`config.mk`:
```
export PLATFORM = sky130hd
export DESIGN_NAME = pipeline_ctrl
export DESIGN_NICKNAME = d
export VERILOG_FILES = /design/src/rtl/pipeline_ctrl.sv
export SDC_FILE = /design/constraint.sdc
export NUM_CORES = 1
export LEC_CHECK = 0
export CAP_MARGIN = 20
export CORE_MARGIN = 5
export CORE_UTILIZATION = 42
export DETAILED_ROUTE_END_ITERATION = 10
export GPL_ROUTABILITY_DRIVEN = 0
export GPL_TIMING_DRIVEN = 0
export PLACE_DENSITY = 0.69
export SLEW_MARGIN = 20
export SYNTH_ARGS = -nofsm -noshare
export SYNTH_HDL_FRONTEND = slang
export SYNTH_SLANG_ARGS = --single-unit
```
`constraint.sdc`:
```
create_clock -name clk -period 3.01 [get_ports clk]
set_input_delay 0.7525 -clock clk [delete_from_list [all_inputs] [get_ports clk]]
set_output_delay 0.7525 -clock clk [all_outputs]
set_load 0.02 [all_outputs]
```
`src/rtl/pipeline_ctrl.sv`:
```
// Pipeline hazard controller: stall/flush/redirect generation, mul/div wait,
// data-memory timeout error and saturating stall/flush performance counters.
module pipeline_ctrl #(
  parameter int MEM_TIMEOUT = 64,
  parameter int CNT_W       = 32
) (
  input  logic             clk,
  input  logic             reset,
  input  logic [4:0]       id_rs1_addr,
  input  logic [4:0]       id_rs2_addr,
  input  logic             id_uses_rs1,
  input  logic             id_uses_rs2,
  input  logic             ex_valid,
  input  logic [4:0]       ex_rd_addr,
  input  logic             ex_mem_read,
  input  logic             ex_branch_taken,
  input  logic             ex_md_start,
  input  logic             md_done,
  input  logic             mem_req,
  input  logic             dmem_ready,
  output logic             stall_pc,
  output logic             stall_if_id,
  output logic             stall_id_ex,
  output logic             stall_ex_mem,
  output logic             stall_mem_wb,
  output logic             flush_if_id,
  output logic             flush_id_ex,
  output logic             flush_ex_mem,
  output logic             pc_redirect,
  output logic [1:0]       ctrl_state,
  output logic             ctrl_error,
  output logic [CNT_W-1:0] stall_cnt,
  output logic [CNT_W-1:0] flush_cnt
);

  typedef enum logic [1:0] {
    ST_RUN     = 2'd0,
    ST_MD_WAIT = 2'd1,
    ST_ERR     = 2'd2
  } state_e;

  localparam logic [7:0] TIMEOUT_LAST = 8'(MEM_TIMEOUT - 1);

  state_e           state_q, state_d;
  logic [7:0]       wait_cnt_q, wait_cnt_d;
  logic             md_done_q, md_done_d;
  logic             error_q, error_d;
  logic [CNT_W-1:0] stall_cnt_q, stall_cnt_d;
  logic [CNT_W-1:0] flush_cnt_q, flush_cnt_d;

  logic mem_stall, load_use, branch, md_fin;

  assign mem_stall = mem_req & ~dmem_ready;
  assign branch    = ex_valid & ex_branch_taken;
  assign md_fin    = md_done | md_done_q;
  assign load_use  = ex_valid & ex_mem_read & (ex_rd_addr != 5'd0) &
                     ((id_uses_rs1 & (id_rs1_addr == ex_rd_addr)) |
                      (id_uses_rs2 & (id_rs2_addr == ex_rd_addr)));

  // Priority: ERR > mem_stall > MD_WAIT > branch > load-use > normal.
  always_comb begin
    stall_pc     = 1'b0;
    stall_if_id  = 1'b0;
    stall_id_ex  = 1'b0;
    stall_ex_mem = 1'b0;
    stall_mem_wb = 1'b0;
    flush_if_id  = 1'b0;
    flush_id_ex  = 1'b0;
    flush_ex_mem = 1'b0;
    pc_redirect  = 1'b0;
    if (state_q == ST_ERR || mem_stall) begin
      stall_pc     = 1'b1;
      stall_if_id  = 1'b1;
      stall_id_ex  = 1'b1;
      stall_ex_mem = 1'b1;
      stall_mem_wb = 1'b1;
    end else if (state_q == ST_MD_WAIT) begin
      // On the completion cycle nothing is held so the md result leaves EX.
      if (!md_fin) begin
        stall_pc     = 1'b1;
        stall_if_id  = 1'b1;
        stall_id_ex  = 1'b1;
        flush_ex_mem = 1'b1;
      end
    end else if (branch) begin
      pc_redirect = 1'b1;
      flush_if_id = 1'b1;
      flush_id_ex = 1'b1;
    end else if (load_use) begin
      stall_pc    = 1'b1;
      stall_if_id = 1'b1;
      flush_id_ex = 1'b1;
    end
  end

  always_comb begin
    state_d = state_q;
    if (state_q != ST_ERR) begin
      if (mem_stall && wait_cnt_q == TIMEOUT_LAST)
        state_d = ST_ERR;
      else if (state_q == ST_RUN && ex_valid && ex_md_start && !mem_stall && !md_done)
        state_d = ST_MD_WAIT;
      else if (state_q == ST_MD_WAIT && !mem_stall && md_fin)
        state_d = ST_RUN;
    end
    // Remember a completion that landed while memory froze the pipe.
    md_done_d   = (state_q == ST_MD_WAIT) & mem_stall & md_fin;
    wait_cnt_d  = mem_stall ? ((wait_cnt_q == 8'hFF) ? wait_cnt_q : wait_cnt_q + 8'd1) : 8'd0;
    error_d     = error_q | (state_d == ST_ERR);
    stall_cnt_d = (stall_pc && stall_cnt_q != '1) ? stall_cnt_q + CNT_W'(1) : stall_cnt_q;
    flush_cnt_d = (pc_redirect && flush_cnt_q != '1) ? flush_cnt_q + CNT_W'(1) : flush_cnt_q;
  end

  always_ff @(posedge clk or negedge reset) begin
    if (!reset) begin
      state_q     <= ST_RUN;
      wait_cnt_q  <= 8'd0;
      md_done_q   <= 1'b0;
      error_q     <= 1'b0;
      stall_cnt_q <= '0;
      flush_cnt_q <= '0;
    end else begin
      state_q     <= state_d;
      wait_cnt_q  <= wait_cnt_d;
      md_done_q   <= md_done_d;
      error_q     <= error_d;
      stall_cnt_q <= stall_cnt_d;
      flush_cnt_q <= flush_cnt_d;
    end
  end

  assign ctrl_state = state_q;
  assign ctrl_error = error_q;
  assign stall_cnt  = stall_cnt_q;
  assign flush_cnt  = flush_cnt_q;

endmodule

```
==> summary.md <==
| Metric | Value |
|---|---|
| Met1 global-route usage | `between 20% and 30%` |
| Yosys warns | `0` |
| Busiest grt layer | `met2` |
| Htree depth | `3` |
| Number of global-route vias before repair | `3,193` |
| Fin nets | `~530` |
| CTS tree | `yes` |
| Slew Limit Fails | `0` |
| Distinct cell type count after synthesis | `43` |
| Hold_buf cts | `0` |
| TritonCTS Sinks | `76` |
| Crit path top cell by count | `buf_4` |
| TritonCTS buffer count | `9` |
| Largest net degree at the start of global routing | `between 40 and 50` |
| Static leakage | `0.002356 µW` |
| Maximum vdd drop | `0.3488 mV` |
| Mapped Avg Cell Area | `10.02 µm²` |
| Minimum clock period | `just under 3000 ps` |
| Hold Path Class | `in -> async` |
| Post-Place Cell Area | `between 0.005 and 0.006 mm²` |
| # Max-Cap Violations | `0` |
| Post-route DRC | `0` |
| Status | `finished clean` |
| Vias per Instance | `approximately 5.3` |
| CP cell instances | `buf_2 -> or4_4 -> o2111ai_4 -> nor2_4 -> a21oi_4 -> inv_2 -> buf_4 -> buf_4` |
| Die X | `105.6 µm` |
| Port bufs | `just over 100` |
| Setup WS post-layout | `roughly 57 ps` |
| Commonest non-fill, non-tap cells in the layout | `clkdlybuf4s50_1, dfrtp_1, xor2_1` |
| Crit Path Class | `in -> out` |
| Syn Inst Count | `383` |
| Syn nets | `412` |
| R2R depth | `7` |
| # IOs | `approximately 100` |
| Most common cell after layout, fill and taps aside | `clkdlybuf4s50_1` |
| Place WS | `-1078 ps` |
| Clock tree buffer depth | `2` |
| Row cnt | `34` |
| Largest cells by area after synthesis | `dfrtp_1, xor2_1, xnor2_1` |
| Global-route wire length before repair | `around 16 mm` |
| Rel. slew slack | `between 50% and 60%` |
| Critical path buffers and inverters | `4` |
| Routed WL per cell | `approximately 15 µm` |
| Root buffer cell | `clkbuf_8` |
| DRT antenna net count | `0` |
| Core ar. | `between 0.008 and 0.009 mm²` |
| Detailed Routing Iterations Pass 1 | `4` |
| Number of DRC markers in iteration 0 | `95` |
| Critical path endpoint category | `primary output` |
| Pwr Density | `480.5 mW/mm²` |
| Antenna violations before repair | `0` |
| Final setup vio count | `0` |
| Top cell type's share of synthesized area | `49.56%` |
| Worst Max-Slew Pin Slew | `between 700 and 800 ps` |
| CP delay by family, top | `simple AND/OR/NAND/NOR gates` |
| Clock-pin slew on the worst setup and hold paths | `approximately 80 ps` |
| Fin area | `about 0.0053 mm²` |
| Area leader, netlist | `dfrtp_1` |
| Post-synthesis async set-or-reset flop share | `100.0%` |
| Crit start category | `input port` |
| Worst-skew pair later-pin latency | `330 ps` |
| Diode count | `0` |
| Die ar. | `0.01115 mm²` |
| Sequential fraction of the synthesis area | `~50%` |
| Post-Syn Area | `0.003837 mm²` |
| Worst path depth | `8` |
| Required time worst endpoint | `approximately 2300 ps` |
| Final WL | `between 9 and 10 mm` |
| Layout cells sized above 1 | `between 10% and 20%` |
| Vias after detailed routing | `3,227` |
| GR Util met2 | `a little over a quarter` |
| Worst path arrival time | `approximately 2200 ps` |
| Met3 Use GR | `under 10%` |
| Fmax | `between 0.3 and 0.4 GHz` |
| DIE HEIGHT | `between 100 and 150 µm` |
| Max incr delay on CP | `approximately 540 ps` |
| Starting Density | `a little over two fifths` |
| GRT Residual Overflow | `0` |
| Synthesis-stage register bit count | `between 70 and 80` |
| Skew final | `about 9.4 ps` |
| Post-synth EDFFs | `0` |
| Worst path slowest cell | `or4_4` |
| CP Max Fanout | `3` |
| Final period util | `between 90% and 100%` |
| Ys flop type | `dfrtp_1` |
| DP HPWL | `between 7 and 8 mm` |
| Total GRT Usage | `about 17%` |
| Final hold violations | `0` |
| Layout Area Growth over Synthesis | `37.63%` |
## flip-flops by register name, indices dropped and copies added, names as in the netlist
| name | cells |
|---|---|
| md_done_q | 1 |
| stall_cnt | 32 |
| ctrl_error | 1 |
| flush_cnt | 32 |
| wait_cnt_q | 8 |
| ctrl_state | 2 |
## path summary, 6_finish.rpt
check                              startpoint             to  slack [ps]
worst max-delay path            ex_rd_addr[2]       stall_pc          60
worst min-delay path                    reset  stall_cnt[14]         350
worst max register to register   stall_cnt[0]   stall_cnt[1]         410
worst min register to register     ctrl_error     ctrl_error         480
max in group asynchronous               reset  wait_cnt_q[7]        2090
min in group clk                   ctrl_error     ctrl_error         480
## cells in the mapped netlist, types with 2 or more instances
library cell / n
or4_1: 3
o21ai_0: 6
nand2b_1: 5
xor2_1: 40
inv_1: 14
nor2_1: 39
nor2b_1: 3
buf_6: 2
and3_1: 5
o2111ai_1: 2
nor4_1: 16
a31oi_1: 3
nand3_1: 24
nor3_1: 14
nor3b_1: 2
nand4_1: 25
xnor2_1: 33
and4_1: 2
buf_2: 3
a21oi_1: 3
buf_4: 3
nand2_1: 32
or2_2: 5
or3_1: 3
dfrtp_1: 76
ha_1: 3
## metal layers
metal | share of wire, % | vias to the layer above
li1 | - | 1570
met1 | 47 | 1572
met2 | 48 | 77
met3 | 3.9 | 8
met4 | 1.1 | 0
met5 | 0 | -
## stage by stage
step | cells | hold slack (ps) | setup TNS [ps] | total power, µW | utilization, %
6_report | 613 | 349.2 | 0 | 2538 | 59.97
5_1_grt | 613 | 383.8 | -2.855 | 2669 | 59.97
4_1_cts | 611 | 358.9 | -120.9 | 2563 | 59.65
3_5_place_dp | 593 | 460.2 | -4746 | 1805 | 56.92
3_3_place_gp | 592 | 476.7 | -118070 | 1789 | 56.64
2_1_floorplan | 383 | 455.7 | 0 | 1501 | -
## what timing repair did
item	4_1_cts	5_1_grt
pin swaps	4	5
endpoints found under the setup margin	9	7
resized for setup	46	17
buffers inserted	2	2
## report_power, final
group	total, µW	switching [µW]	internal (µW)
registers	1200	105	1100
logic	588	303	284
clock network	747	367	380
total	2540	775	1760
## cell type report
class / instances / area [µm²]
Fill cell: 756 / 3525
Multi-Input combinational cell: 285 / 1904
Sequential cell: 76 / 1902
Timing Repair Buffer: 106 / 1039
Tap cell: 108 / 135.1
Clock buffer: 11 / 131.4
Buffer: 8 / 62.56
Inverter: 14 / 55.05
Clock inverter: 5 / 52.55
## cells by family (layout without fill, tap and decap cells)
kind of cell / Yosys count / count (layout) / synth area share [%]
AO/OA/AOI/OAI: 22 / 22 / 4.141
buffers and inverters: 22 / 144 / 2.934
AND/OR/NAND/NOR: 184 / 184 / 24.88
flip-flops: 76 / 76 / 49.56
adder cells (fa/ha/maj): 3 / 3 / 0.9783
multiplexers: 3 / 3 / 0.8477
XOR/XNOR: 73 / 73 / 16.66
Power figures use the tool's default switching activity.
